<file path="src/rtl/wgr_bus_trace.sv">
// Snoops completed CPU memory transactions into a FIFO and serialises them as framed OUT_W-bit beats.
// Entry popped one edge after capture; beats advance only on valid&ready, outputs hold while ready is low.

module wgr_fifo #(
  parameter int W     = 8,
  parameter int DEPTH = 8
) (
  input  logic                       clk,
  input  logic                       rst_n,
  input  logic                       clr,
  input  logic                       push,
  input  logic                       pop,
  input  logic [W-1:0]               wr_dat,
  output logic [W-1:0]               rd_dat,
  output logic                       full,
  output logic                       empty,
  output logic [$clog2(DEPTH+1)-1:0] level
);
  localparam int AW = $clog2(DEPTH);
  localparam int LW = $clog2(DEPTH+1);

  logic [W-1:0]  mem [DEPTH];
  logic [AW-1:0] wr_ptr;
  logic [AW-1:0] rd_ptr;

  always_ff @(posedge clk) begin
    if (push) mem[wr_ptr] <= wr_dat;
  end

  always_ff @(posedge clk or negedge rst_n) begin
    if (!rst_n) begin
      wr_ptr <= '0;
      rd_ptr <= '0;
      level  <= '0;
    end else if (clr) begin
      wr_ptr <= '0;
      rd_ptr <= '0;
      level  <= '0;
    end else begin
      if (push) wr_ptr <= wr_ptr + AW'(1);
      if (pop)  rd_ptr <= rd_ptr + AW'(1);
      if (push && !pop)      level <= level + LW'(1);
      else if (pop && !push) level <= level - LW'(1);
    end
  end

  assign rd_dat = mem[rd_ptr];
  assign full   = (level == LW'(DEPTH));
  assign empty  = (level == '0);
endmodule

module wgr_bus_trace #(
  parameter int ADDR_W = 32,
  parameter int DATA_W = 32,
  parameter int DEPTH  = 8,
  parameter int OUT_W  = 8
) (
  input  logic                       clk,
  input  logic                       rst_n,
  input  logic [ADDR_W-1:0]          mem_addr,
  input  logic [DATA_W-1:0]          mem_write_data,
  input  logic [DATA_W-1:0]          mem_read_data,
  input  logic                       mem_read,
  input  logic                       mem_write,
  input  logic                       mem_busy,
  input  logic [1:0]                 mode,
  input  logic                       trace_en,
  input  logic                       trace_ready,
  output logic [OUT_W-1:0]           trace_out,
  output logic                       trace_valid,
  output logic                       trace_frame,
  output logic                       overflow,
  output logic [$clog2(DEPTH+1)-1:0] fifo_level
);
  localparam int NA = ADDR_W / OUT_W;
  localparam int ND = DATA_W / OUT_W;
  localparam int BW = $clog2(NA + ND + 1);
  localparam int SW = ADDR_W + DATA_W;

  typedef struct packed {
    logic              wr;
    logic [4:0]        seq;
    logic [ADDR_W-1:0] addr;
    logic [DATA_W-1:0] data;
  } entry_t;

  typedef enum logic {S_IDLE, S_LOAD} st_t;

  st_t             state, state_nx;
  logic            active, evt, push, pop, drop;
  logic            full, empty, drop_q, last;
  logic [4:0]      seq_q;
  entry_t          wr_ent, rd_ent;
  logic [SW-1:0]   rest_q;
  logic [BW-1:0]   beats_q;
  logic [OUT_W-1:0] hdr;

  assign active = trace_en && (mode == 2'd1 || mode == 2'd2);
  assign evt    = (mem_read || mem_write) && !mem_busy;
  assign last   = (beats_q == '0);
  assign push   = active && evt && (!full || pop);
  assign drop   = active && evt && full && !pop;

  always_comb begin
    wr_ent      = '0;
    wr_ent.wr   = mem_write;
    wr_ent.seq  = seq_q;
    wr_ent.addr = mem_addr;
    wr_ent.data = mem_write ? mem_write_data : mem_read_data;
  end

  wgr_fifo #(.W($bits(entry_t)), .DEPTH(DEPTH)) u_fifo (
    .clk    (clk),
    .rst_n  (rst_n),
    .clr    (!active),
    .push   (push),
    .pop    (pop),
    .wr_dat (wr_ent),
    .rd_dat (rd_ent),
    .full   (full),
    .empty  (empty),
    .level  (fifo_level)
  );

  // Popping on the last accepted beat keeps frames back-to-back.
  always_comb begin
    state_nx = state;
    pop      = 1'b0;
    if (!active) begin
      state_nx = S_IDLE;
    end else begin
      case (state)
        S_IDLE: begin
          if (!empty) begin
            pop      = 1'b1;
            state_nx = S_LOAD;
          end
        end
        S_LOAD: begin
          if (trace_ready && last) begin
            if (!empty) pop = 1'b1;
            else        state_nx = S_IDLE;
          end
        end
        default: state_nx = S_IDLE;
      endcase
    end
  end

  always_comb begin
    hdr      = '0;
    hdr[7]   = 1'b1;
    hdr[6]   = rd_ent.wr;
    hdr[5]   = drop_q;
    hdr[4:0] = rd_ent.seq;
  end

  always_ff @(posedge clk or negedge rst_n) begin
    if (!rst_n) state <= S_IDLE;
    else        state <= state_nx;
  end

  // A drop on the edge that reports the previous one keeps the flag set.
  always_ff @(posedge clk or negedge rst_n) begin
    if (!rst_n) begin
      seq_q  <= '0;
      drop_q <= 1'b0;
    end else if (!active) begin
      seq_q  <= '0;
      drop_q <= 1'b0;
    end else begin
      if (evt) seq_q <= seq_q + 5'd1;
      if (drop)                drop_q <= 1'b1;
      else if (pop && drop_q)  drop_q <= 1'b0;
    end
  end

  always_ff @(posedge clk or negedge rst_n) begin
    if (!rst_n) begin
      trace_out   <= '0;
      trace_valid <= 1'b0;
      trace_frame <= 1'b0;
      rest_q      <= '0;
      beats_q     <= '0;
    end else if (!active) begin
      trace_valid <= 1'b0;
      trace_frame <= 1'b0;
      trace_out   <= (mode == 2'd0) ? mem_addr[OUT_W-1:0] : '0;
    end else if (pop) begin
      trace_out   <= hdr;
      trace_valid <= 1'b1;
      trace_frame <= 1'b1;
      rest_q      <= {rd_ent.data, rd_ent.addr};
      beats_q     <= (mode == 2'd2) ? BW'(NA + ND) : BW'(NA);
    end else if (state == S_LOAD && trace_ready) begin
      trace_frame <= 1'b0;
      if (last) begin
        trace_valid <= 1'b0;
      end else begin
        trace_out <= rest_q[OUT_W-1:0];
        rest_q    <= rest_q >> OUT_W;
        beats_q   <= beats_q - BW'(1);
      end
    end
  end

  assign overflow = drop_q;
endmodule

</file>
<file path="config.mk">
export PLATFORM = sky130hd
export DESIGN_NAME = wgr_bus_trace
export DESIGN_NICKNAME = d
export VERILOG_FILES = /design/src/rtl/wgr_bus_trace.sv
export SDC_FILE = /design/constraint.sdc
export NUM_CORES = 1
export LEC_CHECK = 0
export BUFFER_PORTS_ARGS = -buffer_cell sky130_fd_sc_hd__buf_2
export CAP_MARGIN = 25
export CORE_MARGIN = 2
export CORE_UTILIZATION = 52
export CTS_CLUSTER_DIAMETER = 100
export CTS_CLUSTER_SIZE = 16
export DETAILED_ROUTE_END_ITERATION = 10
export PLACE_DENSITY = 0.76
export SYNTH_ARGS = -nofsm -noshare
export SYNTH_HDL_FRONTEND = slang
export SYNTH_SLANG_ARGS = --single-unit
</file>
<file path="constraint.sdc">
create_clock -name clk -period 7.4 [get_ports clk]
set_clock_uncertainty 0.1 [all_clocks]
set_input_delay 0.37 -clock clk [delete_from_list [all_inputs] [get_ports clk]]
set_output_delay 0.37 -clock clk [all_outputs]
set_load 0.02 [all_outputs]
</file>
==> flow_metrics.tcl, run 1 <==
set metrics [dict create \
    run_status "finished clean" \
    synth_top_area_cell "edfxtp_1" \
    rrSetupSlack_ns 3.64 \
    synthTopCellsByArea "edfxtp_1 (65%), mux4_2 (12%), dfrtp_1 (9.3%)" \
    cap_violations 0 \
    start_util_pct 52.57 \
    rr_worst_depth 8 \
    synth_common_cells "edfxtp_1 (560), mux4_2 (140), nor2_1 (118)" \
    yosys_warnings 0 \
    worst_setup_path_end_kind "register" \
    p_int_mw 5.833 \
    r2r_end "u_fifo.mem[4][19]" \
    top_layer "met4" \
    seq_power_share_pct 57.6 \
    grtUsageTotal_pct 21.16 \
    grt_max_degree 101 \
    synth-compound-area-share_pct 2.977 \
    antenna_left 0 \
    synth_top_family_by_area "multiplexers" \
    synthAdderAreaFrac_pct 0.5164 \
    synth-xor-area-share_pct 0.3751 \
    fin_nets 1549 \
    row_count 81 \
    crit_arrival_ns 3.85 \
    htree_levels 2 \
    vias 12710 \
    worstHoldEndpoint "u_fifo.mem[2][39]" \
    post-cts-setup-buffers 0 \
    path_cells "inv_1 -> ha_1 -> nand4bb_1 -> nand3_1 -> and3_1 -> nand2b_1 -> nor2_4 -> buf_4" \
    wl_per_cell_um 24.59 \
    yosys.area.top_type_share_pct 65.48 \
    holdCritStartpoint "mem_addr[7]" \
    power-per-cell-area_nw_per_um2 267.7 \
    io_buffer_count 119 \
    leakagePower_nw 9.342 \
    synth_flop_cell "edfxtp_1" \
    wl_met2_um 25560 \
    netlist_area_sq_um 25680 \
    dpl_worst_slack_ns 3.403 \
    required_ns 7.49 \
    path_max_fanout 54 \
    rsz0062_at_grt "false" \
    numClockSinks 655 \
    drive_above_1_share_pct 28.53 \
    synthMuxAreaShare_pct 16.92 \
    finalCritPeriodShare_pct 50.78 \
    ios 120 \
    clock.fmax_mhz 266.1 \
    final.setup.tns_ns 0 \
    synth-simple-area-share_pct 2.835 \
    crit_path_max_incr_delay_ns 0.86 \
    clock-root-buffer "clkbuf_16" \
    drt_iter0_drc 1345 \
    worstSetupPathType "register to register" \
    setup.worst_path.start_class "register" \
    setup_violations 0 \
    die-area_sq_um 51180 \
    antennaDiodeCount 0 \
    drc 0 \
    reg2reg_from "beats_q[0]" \
    grt_pass1_wl_um 79990 \
    finalHoldViolations 0 \
    antenna_found_initial 0 \
    power_switching_mw 1.826 \
    synth_most_common_cell "edfxtp_1" \
    syn_inst 1285 \
    cts_tree "built" \
    area_growth_pct 11.41 \
    grt-ovfl-total 0 \
    worst_pin_slew_ns 0.9827 \
    die_w_um 226.2 \
    dr_wl_met3_um 3527 \
    grt_pass1_vias 13180 \
    syn_area_per_cell_sq_um 19.99 \
    relSlewSlack_pct 34.48 \
    cts_made_buffers 46 \
    met1Wirelength_um 22170 \
    routed_wl_um 52520 \
    switching_share_pct 23.84 \
    synth-edff-count 560 \
    cts_buffer_depth 3 \
    vdd_drop_max_mv 0.1655 \
    ys_ff_latch 655 \
    comb_power_share_pct 11.3 \
    core-area_sq_um 48850 \
    gp_congestion 0.7800 \
    crit_slowest_cell "buf_4" \
    ys_seq_area_share_pct 74.73 \
    synth_nets 1400 \
    fin_crit_ns 3.757 \
    first_pass_iters 5 \
    crit_family "simple AND/OR/NAND/NOR gates" \
    path_buf_inv 2 \
    timing.final.ws_setup_ns 3.643 \
    die_h_um 226.2 \
    synth.distinct_cells 47 \
    hold_depth 1 \
    dp_hpwl_um 29220 \
    clockPowerShare_pct 31.1 \
    clkSlewWorstSetupHoldPaths_ns 0.07 \
    clkLatencyLatePin_ns 0.60 \
    postSynth.asyncResetShare_pct 14.50 \
    final_max_slew_viol_count 0 \
    hold_class "primary input to register" \
    viasPerCell 5.952 \
]
[layout make-up]
cell class | count | area (sq um)
Clock buffer | 84 | 1315
Clock inverter | 2 | 32.53
Sequential cell | 655 | 19200
Multi-Input combinational cell | 551 | 6123
Inverter | 10 | 37.54
Timing Repair Buffer | 170 | 1069
Tap cell | 664 | 830.8
Fill cell | 3520 | 20240
[layout by cell type (no fill, tap or decap), types with 2 or more instances in the layout]
master	count
a21o_1	2
a21oi_1	9
a21oi_4	2
a221o_1	15
a31o_2	2
a31oi_1	4
buf_2	118
buf_4	21
clkbuf_1	37
clkbuf_16	47
clkinv_8	2
dfrtp_1	92
dfrtp_4	3
dlygate4sd3_1	30
edfxtp_1	560
ha_1	9
inv_1	10
mux2_2	71
mux2i_1	38
mux4_2	140
nand2_1	29
nand2b_1	3
nand3_1	11
nand4_1	2
nor2_1	112
nor2_4	6
nor3_1	4
nor3_2	2
o21ai_0	13
o221ai_1	6
o22ai_1	40
o31ai_1	3
xnor2_1	5
xor2_1	6
[power groups by stage]
stage                     Sequential (mW)  Clock, mW  Combinational (mW)
after floorplan                      4.42          0               0.637
after global placement               4.48          0               0.818
after detailed placement             4.49          0               0.849
after CTS                            4.41       2.42               0.869
after global routing                 4.44       2.55               0.942
final                                4.41       2.38               0.862
[per-layer routing]
layer | track usage (%) | vias up
met3 | 4.215 | 77
met1 | 29.96 | 6675
met2 | 34.03 | 473
met5 | 0 | -
li1 | - | 5488
met4 | 5.688 | 0
[state kept, by name, summed over array words and instances (netlist names)]
| name | count |
|---|---|
| state | 1 |
| trace_frame | 1 |
| beats_q | 4 |
| rest_q | 64 |
| overflow | 1 |
| seq_q | 5 |
| trace_out | 8 |
| u_fifo.wr_ptr | 3 |
| u_fifo.rd_ptr | 3 |
| u_fifo.level | 4 |
| trace_valid | 1 |
| u_fifo.mem | 560 |
[worst max path at each step]
stage	startpoint	to	slack, ns	cells past startpoint
floorplan	mode[0]	u_fifo.mem[0][0]	0.55	7
global placement	mem_write	u_fifo.mem[4][24]	3.52	8
detailed placement	mem_write	u_fifo.mem[4][25]	3.40	8
CTS	beats_q[0]	u_fifo.mem[4][19]	3.63	8
global route	beats_q[0]	u_fifo.mem[4][19]	3.40	8
finish	beats_q[0]	u_fifo.mem[4][19]	3.64	8
[stage by stage]
step	instance area, sq um	utilization, %	hold WS [ns]	std cells	total power, mW
global placement	26960	55.20	0.3106	2020	5.301
floorplan	25680	-	-0.02559	1285	5.055
detailed placement	26960	55.20	0.3156	2020	5.342
CTS	28610	58.57	0.008164	2136	7.704
finish	28610	58.57	0.04715	2136	7.659
global route	28610	58.57	0.02387	2136	7.931
[what timing repair did]
| action | in CTS | in global routing |
|---|---|---|
| hold buffers | 30 | 0 |
| gates resized for setup | 0 | 0 |
| hold endpoints to repair | 265 | 0 |
[logic make-up after synthesis]
kind of cell               after synthesis
adders and majority gates               10
xor gates and xnor gates                11
AOI/OAI and AO/OA                      105
DFF                                    655
and+or+nand+nor                        175
muxes                                  250
buffers and inverters                   79
Note: power is estimated with default switching activity, not from simulation.
==> inputs of run 2 (changes only) <==
--- a/config.mk
+++ b/config.mk
@@ -5,6 +5,7 @@
 export SDC_FILE = /design/constraint.sdc
 export NUM_CORES = 1
 export LEC_CHECK = 0
+export ABC_AREA = 1
 export BUFFER_PORTS_ARGS = -buffer_cell sky130_fd_sc_hd__buf_2
 export CAP_MARGIN = 25
 export CORE_MARGIN = 2
@@ -12,7 +13,7 @@
 export CTS_CLUSTER_DIAMETER = 100
 export CTS_CLUSTER_SIZE = 16
 export DETAILED_ROUTE_END_ITERATION = 10
-export PLACE_DENSITY = 0.76
+export PLACE_DENSITY = 0.79
 export SYNTH_ARGS = -nofsm -noshare
 export SYNTH_HDL_FRONTEND = slang
 export SYNTH_SLANG_ARGS = --single-unit
==> constraint.sdc (replaced) <==
create_clock -name clk -period 3.36 [get_ports clk]
set_clock_uncertainty 0.1 [all_clocks]
set_input_delay 0.168 -clock clk [delete_from_list [all_inputs] [get_ports clk]]
set_output_delay 0.168 -clock clk [all_outputs]
set_load 0.02 [all_outputs]
==> flow_metrics.tcl, run 2 <==
set metrics [dict create \
    run_status "finished clean" \
    hold_buffers 100 \
    layout_commonest_cell "nand2_1" \
    die-area_sq_um 53470 \
    crit_arrival_ns 3.03 \
    setup.worst_path.start_class "register" \
    fin_util_pct 59.77 \
    crit_path_max_incr_delay_ns 0.43 \
    biggestRegsByFlops "u_fifo.mem (560), rest_q (64), trace_out (8)" \
    post-cts-setup-buffers 0 \
    core-area_sq_um 51200 \
    power-per-cell-area_nw_per_um2 598.8 \
    grtUsageTotal_pct 24.36 \
    die_w_um 231.2 \
    syn_area_per_cell_sq_um 11.63 \
    cts_buffer_depth 3 \
    finalHoldViolations 0 \
    gp_congestion 0.8473 \
    hold_depth 5 \
    start_util_pct 52.45 \
    post_cts_resized 0 \
    fillers 3817 \
    grt_max_degree 145 \
    drc 0 \
    synth_flop_cell "edfxtp_1" \
    grt_pass1_wl_um 100500 \
    required_ns 3.52 \
    yosys_warnings 0 \
    routed_wl_um 65100 \
    cts_made_buffers 46 \
    numClockSinks 655 \
    io_buffer_count 119 \
    cp_common_cell "nand2_1" \
    drive_above_1_share_pct 10.78 \
    comb_power_share_pct 18.5 \
    netlist_area_sq_um 26850 \
    finalCritPeriodShare_pct 85.29 \
    synth-simple-area-share_pct 18.69 \
    synth_top_area_cell "edfxtp_1" \
    largest_register_ffs 560 \
    postSynth.asyncResetShare_pct 14.50 \
    grt_pass1_vias 18000 \
    rr_worst_depth 11 \
    leakagePower_nw 11.47 \
    fin_nets 2592 \
    cap_violations 0 \
    syn_inst 2308 \
    hold_class "primary input to register" \
    final_cell_mix "nand2_1 (713), edfxtp_1 (560), nand3_1 (368)" \
    fin_crit_ns 2.866 \
    grt-ovfl-total 0 \
    path_max_fanout 37 \
    clkSlewWorstSetupHoldPaths_ns 0.07 \
    seq_power_share_pct 52.8 \
    final.setup.tns_ns 0 \
    antenna_found_initial 1 \
    synth-compound-area-share_pct 4.501 \
    drt_iter0_drc 2103 \
    ios 120 \
    ys_seq_area_share_pct 71.48 \
    wl_per_cell_um 20.38 \
    synthMuxAreaShare_pct 1.342 \
    antenna_left 0 \
    first_pass_iters 5 \
    power_switching_mw 5.245 \
    clock.fmax_mhz 348.9 \
    clockPowerShare_pct 28.6 \
    htree_levels 2 \
    worstSetupPathType "register to register" \
    synth_nets 2423 \
    worst_pin_slew_ns 1.053 \
    worst_setup_path_end_kind "register" \
    die_h_um 231.2 \
    synth_common_cells "nand2_1 (713), edfxtp_1 (560), nand3_1 (368)" \
    yosys.area.top_type_share_pct 62.63 \
    synth_top_family_by_area "simple AND/OR/NAND/NOR gates" \
    area_growth_pct 13.96 \
    rsz0062_at_grt "false" \
    dp_hpwl_um 37290 \
    relSlewSlack_pct 29.81 \
    vias 18420 \
    p_int_mw 13.08 \
    clock-root-buffer "clkbuf_16" \
    viasPerCell 5.766 \
    clkLatencyLatePin_ns 0.60 \
    vdd_drop_max_mv 0.3593 \
    cts_tree "built" \
    synthTopCellsByArea "edfxtp_1 (63%), nand2_1 (10%), dfrtp_1 (8.9%)" \
    synth-xor-area-share_pct 0.09785 \
    synth.distinct_cells 37 \
    synth_most_common_cell "nand2_1" \
    ys_ff_latch 655 \
    synthAdderAreaFrac_pct 0.4939 \
    crit_slowest_cell "nor2_4" \
    path_cells "inv_1 -> ha_1 -> nand3_2 -> nand2_2 -> nand3_4 -> nand2_1 -> nand2_1 -> inv_1 -> nand2_1 -> nor2_4 -> buf_12" \
    top_register "u_fifo.mem" \
    switching_share_pct 28.63 \
    final_max_slew_viol_count 0 \
    setup_violations 0 \
    synth-edff-count 560 \
    row_count 83 \
]
## run 2: cell count changes after synthesis, sizes merged, moves of 22 or more
cell / delta
nor2: -22
o22ai: -29
o21ai: +114
inv: +48
mux2i: -39
a21oi: +35
nand3: +360
nand2: +688
mux4: -140
buf: +67
mux2: -39
## run 2: worst max-delay path: cells and delay by family, from the launching register on
family	cells	cell delay, ns
buf+inv	3	0.58
simple gates	7	1.16
fa+ha+maj	1	0.26
flops	1	0.40
## run 2: final timing paths
| check | startpoint | endpoint | slack, ns |
|---|---|---|---|
| setup / recovery | beats_q[0] | u_fifo.mem[6][2] | 0.49 |
| hold / removal | mem_write | seq_q[3] | 0.01 |
| setup reg to reg | beats_q[0] | u_fifo.mem[6][2] | 0.49 |
| hold reg to reg | rest_q[61] | rest_q[61] | 0.38 |
| max in group asynchronous | rst_n | rest_q[56] | 1.84 |
| min in group asynchronous | rst_n | u_fifo.level[1] | 0.44 |
## run 2: metrics by stage
stage / area, sq um / cells / setup WS [ns] / hold slack, ns / power (mW)
after floorplan: 26870 / 2308 / -0.3649 / -0.2276 / 12.03
after global placement: 28240 / 3007 / 0.5232 / 0.3009 / 12.90
after detailed placement: 28240 / 3007 / 0.4169 / 0.3105 / 13.07
after CTS: 30560 / 3191 / 0.5041 / 0.001433 / 18.33
after global routing: 30600 / 3193 / 0.3656 / 0.03336 / 19.11
final: 30600 / 3194 / 0.4941 / 0.01383 / 18.32
## run 2: layer usage
layer	track usage (%)	routed length, um
met2	40.19	31700
met5	0	0
met4	10.34	2404
met3	4.171	5149
met1	32.10	25850
## run 2: power by group through the flow
stage	registers (mW)	logic [mW]	clock network [mW]
CTS	9.66	3.37	5.29
global route	9.72	3.77	5.61
global placement	9.82	3.08	0
floorplan	9.76	2.27	0
finish	9.68	3.39	5.25
detailed placement	9.83	3.24	0
## run 2: area by class of cell
| class | instances | area, sq um | share of cell area [%] |
|---|---|---|---|
| Clock buffer | 83 | 1311 | 4.285 |
| Timing Repair Buffer | 261 | 2187 | 7.148 |
| Tap cell | 680 | 850.8 | 2.781 |
| Sequential cell | 655 | 19200 | 62.75 |
| Clock inverter | 1 | 8.758 | 0.02862 |
| Antenna cell | 1 | 2.502 | 0.008178 |
| Inverter | 59 | 229.0 | 0.7483 |
| Multi-Input combinational cell | 1454 | 6808 | 22.25 |
## run 2: logic make-up after synthesis
| group | count (synthesis) |
|---|---|
| AOI/OAI and AO/OA | 217 |
| xor gates and xnor gates | 3 |
| adders and majority gates | 10 |
| buffers and inverters | 199 |
| DFF | 655 |
| muxes | 32 |
| and+or+nand+nor | 1192 |
==> inputs of run 3 (changes only) <==
--- a/config.mk
+++ b/config.mk
@@ -13,6 +13,7 @@
 export CTS_CLUSTER_DIAMETER = 100
 export CTS_CLUSTER_SIZE = 16
 export DETAILED_ROUTE_END_ITERATION = 10
+export HOLD_SLACK_MARGIN = 0.12
 export PLACE_DENSITY = 0.79
 export SYNTH_ARGS = -nofsm -noshare
 export SYNTH_HDL_FRONTEND = slang
==> flow_metrics.tcl, run 3 (synthesis results as in run 2) <==
set metrics [dict create \
    grtUsageTotal_pct 24.38 \
    start_util_pct 52.45 \
    finalHoldViolations 0 \
    leakagePower_nw 11.48 \
    worst_setup_path_end_kind "register" \
    fin_cells 3197 \
    relSlewSlack_pct 29.92 \
    drt_iter0_drc 2118 \
    io_buffer_count 119 \
    gp_congestion 0.8473 \
    path_max_fanout 37 \
    top_register "u_fifo.mem" \
    ios 120 \
    finalCritPeriodShare_pct 91.56 \
    setup.worst_path.start_class "primary input" \
    required_ns 3.53 \
    grt_max_degree 145 \
    numClockSinks 655 \
    dp.cells 3007 \
    viasPerCell 5.774 \
    cts_buffer_depth 3 \
    antenna_left 0 \
    die_h_um 231.2 \
    dp_hpwl_um 37290 \
    routed_wl_um 64890 \
    setup_violations 0 \
    hold_depth 6 \
    cts_made_buffers 46 \
    final.setup.tns_ns 0 \
    post_cts_resized 0 \
    final_max_slew_viol_count 0 \
    clkSlewWorstSetupHoldPaths_ns 0.07 \
    drc 0 \
    die_w_um 231.2 \
    grt_pass1_vias 18030 \
    clkLatencyLatePin_ns 0.60 \
    cap_violations 0 \
    core-area_sq_um 51200 \
    vdd_drop_max_mv 0.3599 \
    worst_pin_slew_ns 1.051 \
    post-cts-setup-buffers 0 \
    rrSetupSlack_ns 0.52 \
    antenna_found_initial 1 \
    cts_tree "built" \
    grt-ovfl-total 0 \
    clock-root-buffer "clkbuf_16" \
    final_cell_mix "nand2_1 (713), edfxtp_1 (560), nand3_1 (368)" \
    rsz0062_at_grt "false" \
    hold_class "primary input to register" \
    htree_levels 2 \
    wl_per_cell_um 20.30 \
    row_count 83 \
    run_status "finished clean" \
    largest_register_ffs 560 \
    fin_nets 2595 \
    fin_crit_ns 3.076 \
    worstSetupPathType "primary input to register" \
    grt_pass1_wl_um 100600 \
    area_growth_pct 14.07 \
    drive_above_1_share_pct 10.77 \
    rr_worst_depth 11 \
    layout_commonest_cell "nand2_1" \
    crit_arrival_ns 3.24 \
    first_pass_iters 6 \
    clock.fmax_mhz 325.1 \
    power-per-cell-area_nw_per_um2 598.0 \
    biggestRegsByFlops "u_fifo.mem (560), rest_q (64), trace_out (8)" \
    die-area_sq_um 53470 \
    hold_buffers 103 \
    vias 18460 \
]
## run 3: cell count changes in the layout (fill, tap and decap cells not counted), sizes merged
cell and change:
dlygate4sd3 +3
## run 3: per-stage QoR
| step | instance area (sq um) | setup WS (ns) | utilization (%) | power (mW) | hold WS (ns) |
|---|---|---|---|---|---|
| 6_report | 30630 | 0.2837 | 59.83 | 18.32 | 0.1563 |
| 5_1_grt | 30630 | 0.1498 | 59.82 | 19.11 | 0.1738 |
| 4_1_cts | 30590 | 0.2728 | 59.75 | 18.33 | 0.1332 |
| 3_5_place_dp | 28240 | 0.4169 | 55.16 | 13.07 | 0.3105 |
| 3_3_place_gp | 28240 | 0.5232 | 55.16 | 12.90 | 0.3009 |
| 2_1_floorplan | 26870 | -0.3649 | - | 12.03 | -0.2276 |
## run 3: layer usage
metal	GRT usage [%]	routed length [um]	up-vias	part of all wire, %
li1	-	-	8396	-
met4	10.34	2390	0	3.7
met1	32.11	25890	9035	40
met3	4.171	4929	153	7.6
met2	40.23	31680	876	49
met5	0	0	-	0
## run 3: report_power, final
part	switching, mW	internal (mW)
logic	2.30	1.10
clock network	2.61	2.64
registers	0.338	9.34
## run 3: cell type report
| cell class | count | area (sq um) |
|---|---|---|
| Clock inverter | 1 | 8.758 |
| Timing Repair Buffer | 264 | 2217 |
| Inverter | 59 | 229.0 |
| Tap cell | 680 | 850.8 |
| Antenna cell | 1 | 2.502 |
| Sequential cell | 655 | 19200 |
| Multi-Input combinational cell | 1454 | 6808 |
| Fill cell | 3813 | 20570 |
| Clock buffer | 83 | 1311 |
## run 3: worst max-delay path, cell delays in order
cell	delay, ns
dlygate4sd3_1	0.53
buf_2	0.12
nor2_2	0.20
dlygate4sd3_1	0.67
inv_1	0.13
nor2_4	0.16
nand2_1	0.12
inv_1	0.11
nand2_1	0.24
nor2_4	0.42
buf_12	0.31
## run 3: final timing paths
path                             from                to
hold reg to reg            rest_q[61]        rest_q[61]
hold / removal              mem_write          seq_q[4]
setup reg to reg           beats_q[0]  u_fifo.mem[6][2]
max in group asynchronous       rst_n        rest_q[56]
min in group asynchronous       rst_n   u_fifo.level[0]
setup / recovery             mem_busy  u_fifo.mem[6][2]
